File: config.mk
export PLATFORM = sky130hd
export DESIGN_NAME = axis_pkt_len_meter
export DESIGN_NICKNAME = d
export VERILOG_FILES = /design/src/rtl/axis_pkt_len_meter.sv
export SDC_FILE = /design/constraint.sdc
export NUM_CORES = 1
export LEC_CHECK = 0
export BUFFER_PORTS_ARGS = -buffer_cell sky130_fd_sc_hd__buf_2
export CAP_MARGIN = 20
export CORE_UTILIZATION = 45
export CTS_CLUSTER_DIAMETER = 50
export CTS_CLUSTER_SIZE = 12
export DETAILED_ROUTE_END_ITERATION = 8
export HOLD_SLACK_MARGIN = 0.15
export PLACE_DENSITY = 0.81
export SLEW_MARGIN = 5
export SYNTH_ARGS = -nofsm -noshare
export SYNTH_HDL_FRONTEND = slang
export SYNTH_SLANG_ARGS = --single-unit
File: constraint.sdc
create_clock -name axis_aclk -period 2.2 [get_ports axis_aclk]
set_input_delay 0.44 -clock axis_aclk [delete_from_list [all_inputs] [get_ports axis_aclk]]
set_output_delay 0.44 -clock axis_aclk [all_outputs]
set_load 0.01 [all_outputs]
File: src/rtl/axis_pkt_len_meter.sv
// AXI-Stream packet length meter: taps a stream, measures each packet's byte length into a 2-entry record FIFO.
// Optional macro PKT_LEN_DROP_CNT_EN adds a 32-bit drop_count output counting dropped records.

module find_last_bit #(
  parameter int WIDTH = 32,
  parameter int POS_W = $clog2(WIDTH + 1)
) (
  input  logic [WIDTH-1:0] vec,
  output logic [POS_W-1:0] pos
);
  // One-indexed position of the highest set bit; later (higher) hits override earlier ones.
  always_comb begin
    pos = '0;
    for (int i = 0; i < WIDTH; i++) begin
      if (vec[i]) pos = POS_W'(i + 1);
    end
  end
endmodule

module axis_pkt_len_meter #(
  parameter int C_S_AXIS_DATA_WIDTH = 256,
  parameter int LEN_WIDTH           = 16
) (
  input  logic                             axis_aclk,
  input  logic                             axis_resetn,
  input  logic                             s_axis_tvalid,
  input  logic                             s_axis_tready,
  input  logic [C_S_AXIS_DATA_WIDTH/8-1:0] s_axis_tkeep,
  input  logic                             s_axis_tlast,
  output logic [LEN_WIDTH-1:0]             len_data,
  output logic                             len_sat,
  output logic                             len_valid,
  input  logic                             len_ready,
`ifdef PKT_LEN_DROP_CNT_EN
  output logic [31:0]                      drop_count,
`endif
  output logic                             len_overflow
);
  localparam int BYTES = C_S_AXIS_DATA_WIDTH / 8;
  localparam int POS_W = $clog2(BYTES + 1);
  // One spare bit above the wider operand so the raw sum never wraps before the saturation test.
  localparam int SUM_W = ((LEN_WIDTH > POS_W) ? LEN_WIDTH : POS_W) + 1;
  localparam logic [SUM_W-1:0] LEN_MAX = {{(SUM_W - LEN_WIDTH){1'b0}}, {LEN_WIDTH{1'b1}}};

  logic [LEN_WIDTH-1:0] acc_reg, acc_next;
  logic                 sat_reg, sat_next;
  logic [POS_W-1:0]     last_pos;
  logic [SUM_W-1:0]     addend, sum;
  logic                 sum_over;
  logic [LEN_WIDTH-1:0] rec_len;
  logic                 rec_sat;

  logic       beat, push, pop, full, accept, drop;
  logic       wr_ptr_reg, rd_ptr_reg;
  logic [1:0] count_reg, count_next;
  logic       overflow_reg;
  logic [1:0][LEN_WIDTH-1:0] ent_len;
  logic [1:0]                ent_sat;

  find_last_bit #(.WIDTH(BYTES), .POS_W(POS_W)) u_find_last_bit (
    .vec (s_axis_tkeep),
    .pos (last_pos)
  );

  assign beat     = s_axis_tvalid & s_axis_tready;
  assign addend   = s_axis_tlast ? SUM_W'(last_pos) : SUM_W'(BYTES);
  assign sum      = SUM_W'(acc_reg) + addend;
  assign sum_over = (sum > LEN_MAX);
  assign rec_len  = sum_over ? LEN_MAX[LEN_WIDTH-1:0] : sum[LEN_WIDTH-1:0];
  assign rec_sat  = sat_reg | sum_over;

  always_comb begin
    acc_next = acc_reg;
    sat_next = sat_reg;
    if (beat) begin
      if (s_axis_tlast) begin
        acc_next = '0;
        sat_next = 1'b0;
      end else begin
        acc_next = rec_len;
        sat_next = rec_sat;
      end
    end
  end

  always_ff @(posedge axis_aclk or negedge axis_resetn) begin
    if (!axis_resetn) begin
      acc_reg <= '0;
      sat_reg <= 1'b0;
    end else begin
      acc_reg <= acc_next;
      sat_reg <= sat_next;
    end
  end

  // A pop in the same cycle frees the head slot, so a full FIFO can still take the new record.
  assign push   = beat & s_axis_tlast;
  assign pop    = len_valid & len_ready;
  assign full   = (count_reg == 2'd2);
  assign accept = push & (~full | pop);
  assign drop   = push & full & ~pop;

  always_comb begin
    count_next = count_reg;
    case ({accept, pop})
      2'b10:   count_next = count_reg + 2'd1;
      2'b01:   count_next = count_reg - 2'd1;
      default: count_next = count_reg;
    endcase
  end

  always_ff @(posedge axis_aclk or negedge axis_resetn) begin
    if (!axis_resetn) begin
      wr_ptr_reg   <= 1'b0;
      rd_ptr_reg   <= 1'b0;
      count_reg    <= 2'd0;
      overflow_reg <= 1'b0;
    end else begin
      if (accept) wr_ptr_reg <= ~wr_ptr_reg;
      if (pop)    rd_ptr_reg <= ~rd_ptr_reg;
      count_reg    <= count_next;
      overflow_reg <= drop;
    end
  end

  genvar gi;
  generate
    for (gi = 0; gi < 2; gi++) begin : gen_entry
      logic [LEN_WIDTH-1:0] len_reg;
      logic                 sat_reg_e;
      always_ff @(posedge axis_aclk or negedge axis_resetn) begin
        if (!axis_resetn) begin
          len_reg   <= '0;
          sat_reg_e <= 1'b0;
        end else if (accept && (wr_ptr_reg == 1'(gi))) begin
          len_reg   <= rec_len;
          sat_reg_e <= rec_sat;
        end
      end
      assign ent_len[gi] = len_reg;
      assign ent_sat[gi] = sat_reg_e;
    end
  endgenerate

  assign len_valid    = (count_reg != 2'd0);
  assign len_data     = len_valid ? ent_len[rd_ptr_reg] : '0;
  assign len_sat      = len_valid ? ent_sat[rd_ptr_reg] : 1'b0;
  assign len_overflow = overflow_reg;

`ifdef PKT_LEN_DROP_CNT_EN
  logic [31:0] drop_cnt_reg;
  always_ff @(posedge axis_aclk or negedge axis_resetn) begin
    if (!axis_resetn) drop_cnt_reg <= '0;
    else if (overflow_reg) drop_cnt_reg <= drop_cnt_reg + 32'd1;
  end
  assign drop_count = drop_cnt_reg;
`endif

endmodule

Yosys cells after proc, flatten, opt, wreduce, memory -nomap -nowiden
Index checks and enable logic that the tools add are counted.

storage, ports and cells
  bits of input ports = 38
  output and inout bits = 19
  bits in registers = 56

operators by class
  bitwise logic cells = 12
  muxes and demuxes = 43
  reductions and logical operators = 4
  add/sub/neg operators = 3
  magnitude comparators = 2
  eq/ne operators = 3

operators with widths
  cell                  number
  $mux 16               5
  $mux 5                16
  $mux 4                8
  $add 16x6->17         1
  $gt 17x16->1 const B  1
  $mux 3                4
  $mux 6                2
  $and 1x1->1           6
  $mux 1                5
  $eq 2x2->1 const B    2
  $mux 2                2
  $not 1->1             4
  $pmux 2 s2            1
  $reduce_bool 2->1     2
  $add 2x1->2 const B   1
  $eq 2x1->1 const B    1
  $logic_and 1x1->1     2
  $lt 1x2->1 const B    1
  $or 1x1->1            2
  $sub 2x1->2 const B   1

Logic depth before layout (Yosys ltp)
  word-level depth = 37
  mapped depth = 12

Hierarchy
From an unflattened synthesis, not the netlist that was laid out.

second synthesis, totals
  cells, all modules = 388
  area, all modules = 3,472.1 um^2

modules (own cells, without submodules)
  module              area an instance (um^2)  cells each  instances
  axis_pkt_len_meter  3,138.0                  327         1
  find_last_bit       334.1                    61          1

Worst setup path after synthesis
Ideal clock, no wire load.

  path kind = input to register
  from = in s_axis_tkeep[15]
  to = reg gen_entry[0].len_reg[12]
  arrival time = 3.143 ns
  path buffers = 0
  slack = -1.068 ns
  stages on the path = 11
  cells stage by stage = or3_1 -> o211ai_1 -> o211ai_1 -> a221oi_1 -> ha_1 -> fa_1 -> a21o_1 -> o2111ai_1 -> a21oi_1 -> mux2_2 -> mux2_2

on the way
  longest elaborated chain between the ends = 21

RTL lines
  what                     line  source
  start: declaration       28    input logic [C_S_AXIS_DATA_WIDTH/8-1:0] s_axis_tkeep,
  $mux 5 * (16 in series)  15    if (vec[i]) pos = POS_W'(i + 1);
  $mux 6 *                 15
  $mux 6 *                 66    assign addend = s_axis_tlast ? SUM_W'(last_pos) : SUM_W'(BYTES);
  $add 16x6->17 *          67    assign sum = SUM_W'(acc_reg) + addend;
  $gt 17x16->1             68    assign sum_over = (sum > LEN_MAX);
  $mux 16 *                69    assign rec_len = sum_over ? LEN_MAX[LEN_WIDTH-1:0] : sum[LEN_WIDTH-1:0];
  end signal: assignment   136   len_reg <= rec_len;
  end: declaration         129   logic [LEN_WIDTH-1:0] len_reg;

Every way passes the cells marked *; elsewhere a longest branch is shown, timed or not.
A chain may end at the register's enable or synchronous reset.

Worst setup path in the final report
  from = in s_axis_tkeep[17]
  to = reg gen_entry[0].len_reg[12]

on the way
  longest elaborated chain between the ends = 19

RTL lines
  what                     line
  $mux 5 * (14 in series)  15
  $mux 6 *                 15
  $mux 6 *                 66
  $add 16x6->17 *          67
  $gt 17x16->1             68
  $mux 16 *                69

Marked as above.

==> impl_metrics.env <==
export IMPL_outcome="complete, but fails checks"
export IMPL_failed_checks="setup timing"
export IMPL_layout_min_cycle_time_ns=3.091
export IMPL_worst_slack_ns=-0.8909
export IMPL_grt_pass1_wl_um=15480
export IMPL_fp_dieW_um=88.28
export IMPL_final_cell_mix="buf_4, dfrtp_1, buf_2"
export IMPL_cts_tree="built"
export IMPL_ys_types=52
export IMPL_yosysWarnings=0
export IMPL_cts_made_buffers=5
export IMPL_grt_antenna_before_repair=0
export IMPL_arrival_ns=3.28
export IMPL_powerDensity_nw_per_um2=721.4
export IMPL_largest_register_ffs=32
export IMPL_avgSynthCellArea_um2=8.956
export IMPL_rows=31
export IMPL_grt_max_degree=57
export IMPL_place_gp_congestion=0.9397
export IMPL_clock_sinks=56
export IMPL_num_vias=3472
export IMPL_dp_hpwl_um=6715
export IMPL_p_leak_nw=2.308
export IMPL_syn_to_final_growth_pct=50.99
export IMPL_routedWlPerCell_um=17.51
export IMPL_syn_inst=374
export IMPL_critical_path_class="input pin to register"
export IMPL_core_area_um2=7214
export IMPL_remaining_drc_errors=0
export IMPL_fin_skew_ns=0.009699
export IMPL_final_layout_size_suffix_gt1_share_pct=46.43
export IMPL_cts_root_buf="clkbuf_8"
export IMPL_initial_core_util_pct=46.43
export IMPL_required_ns=2.39
export IMPL_num_antenna_cells=0
export IMPL_worstSetupEndpointType="register"
export IMPL_rsz0062_at_grt="true"
export IMPL_slew_headroom_pct=64.10
export IMPL_syn_area_um2=3349
export IMPL_finalWirelength_um=10560
export IMPL_port_buffers=56
export IMPL_crit_path_top_delay_cell="or3_4"
export IMPL_max_cap_viol_count=0
export IMPL_ant_nets=0
export IMPL_final_util_pct=70.10
export IMPL_period_share_pct=140.5
export IMPL_grt_total_usage_pct=26.02
export IMPL_cp_max_fo=3
export IMPL_finalHoldViolCount=0
export IMPL_overflow=0
export IMPL_dieArea_um2=7792
export IMPL_drt_iter0_drc=203
export IMPL_ys_seq_area_share_pct=41.84
export IMPL_setup_violations_final=51
export IMPL_clk_latency_ns=0.31
export IMPL_synth_seq_cells=56
export IMPL_hold_ws_ns=0.4889
export IMPL_final_area_um2=5057
export IMPL_post_place_ws_ns=-1.137
export IMPL_routed_via_density=5.758
export IMPL_synth_net_count=420
export IMPL_irDropWorstVdd_mv=0.5604
export IMPL_clk_path_buf_depth=2
export IMPL_setup_tns_final_ns=-38.19
export IMPL_slew_violations=0
export IMPL_clkTransAtPathRegs_ns=0.10
export IMPL_fmax_ghz=0.3235
export IMPL_worst_pin_slew_ns=0.5329
export IMPL_final_common_cell="buf_4"
export IMPL_grt_pass1_vias=3383
export IMPL_drt_pass1_iterations=5
export IMPL_startpoint_type="input pin"
export IMPL_die_y_um=88.28
export IMPL_worstPathCellList="buf_6, or3_4, o211ai_1, o211ai_1, a221oi_2, ha_2, fa_2, a21o_1, o2111ai_4, buf_12, a21oi_4, mux2_4, mux2_4"
export IMPL_final_nets=549
export IMPL_io_pins=57
export IMPL_hold_path_class="register to register"
export IMPL_critPathMaxStageDelay_ns=0.38
export IMPL_cts_htree_levels=2
export IMPL_placed_area_um2=4393
## layout make-up
| cell class | count | area (µm²) |
|---|---|---|
| tap | 99 | 123.9 |
| clock buffer | 8 | 90.09 |
| timing repair buffer | 135 | 989.7 |
| fill | 513 | 2157 |
| inverter | 9 | 33.78 |
| multi-input combinational | 296 | 2419 |
| sequential | 56 | 1401 |
## where the power goes
part           switching [mW]  internal (mW)  total, mW
clock                   0.313          0.258      0.571
sequential              0.162           1.26       1.43
combinational           0.894          0.758       1.65
total                    1.37           2.28       3.65
## worst paths after layout
path	startpoint	end	slack, ns	depth (start not counted)
hold reg to reg	gen_entry[0].len_reg[15]	gen_entry[0].len_reg[15]	0.49	2
min in group asynchronous	axis_resetn	gen_entry[1].len_reg[15]	0.66	3
max in group asynchronous	axis_resetn	acc_reg[3]	1.30	3
hold / removal	gen_entry[0].len_reg[15]	gen_entry[0].len_reg[15]	0.49	2
setup reg to reg	acc_reg[0]	acc_reg[12]	-0.14	11
setup / recovery	s_axis_tkeep[17]	gen_entry[0].len_reg[12]	-0.89	13
## routing by layer
layer	up-vias	global-route usage (%)	share of wire, %
met1	1700	31.79	40
met5	-	0	0
met3	29	4.104	4.4
met2	134	46.08	53
li1	1609	-	-
met4	0	10.26	2.7
## logic make-up after synthesis
| group | synth area share (%) |
|---|---|
| AO/OA/AOI/OAI | 20.17 |
| XOR/XNOR | 2.615 |
| adder cells (fa/ha/maj) | 3.212 |
| buffers and inverters | 2.540 |
| flip-flops | 41.84 |
| multiplexers | 9.339 |
| AND/OR/NAND/NOR | 20.28 |
## what timing repair did
item / CTS / global route
buffers inserted: 6 / 8
hold buffers: 1 / 0
endpoints found under the setup margin: 51 / 51
resized for setup: 49 / 42
pin swaps: 36 / 25
hold endpoints to repair: 56 / 0
## synth_stat cells (all sizes together)
cell      n  area share, %
dfrtp    56             42
nor2     51            5.7
nand2    41            4.6
a21oi    35            5.7
o21ai    27            4.0
mux2i    20            6.0
nor3     13            2.1
clkbuf   10            1.1
mux2     10            3.4
inv       9            1.0
ha        7            2.6
nand3     7            1.2
o31ai     7            1.6
xnor2     7            1.8
a31o      5            1.3
nor4      5           0.93
or4       5            1.2
a211oi    4           0.90
a21o      4            1.1
and2      4           0.75
nand2b    4           0.75
o21bai    4           0.90
a31oi     3           0.56
buf       3           0.41
nor2b     3           0.56
o21a      3           0.67
xor2      3           0.78
a221oi    2           0.52
a311oi    2           0.52
and3      2           0.37
and4      2           0.60
nor3b     2           0.45
o211ai    2           0.45
or3       2           0.37
a2111oi   1           0.30
a21bo     1           0.30
a21boi    1           0.22
a41oi     1           0.26
fa        1           0.60
nor4b     1           0.45
nor4bb    1           0.30
o2111ai   1           0.26
o21ba     1           0.30
o311a     1           0.30
## worst max-delay path: cells and delay by family
family / cells / cell delay (ns)
AO/OA/AOI/OAI: 6 / 1.18
multiplexers: 2 / 0.58
adder cells (fa/ha/maj): 2 / 0.43
AND/OR/NAND/NOR: 1 / 0.38
buffers and inverters: 2 / 0.26
## per-stage QoR
stage	total power, mW	std cells
after floorplan	2.305	374
after global placement	2.845	583
after detailed placement	2.906	583
after CTS	3.534	597
after global routing	3.856	603
final	3.649	603
Note: power is estimated with default switching activity, not from simulation.
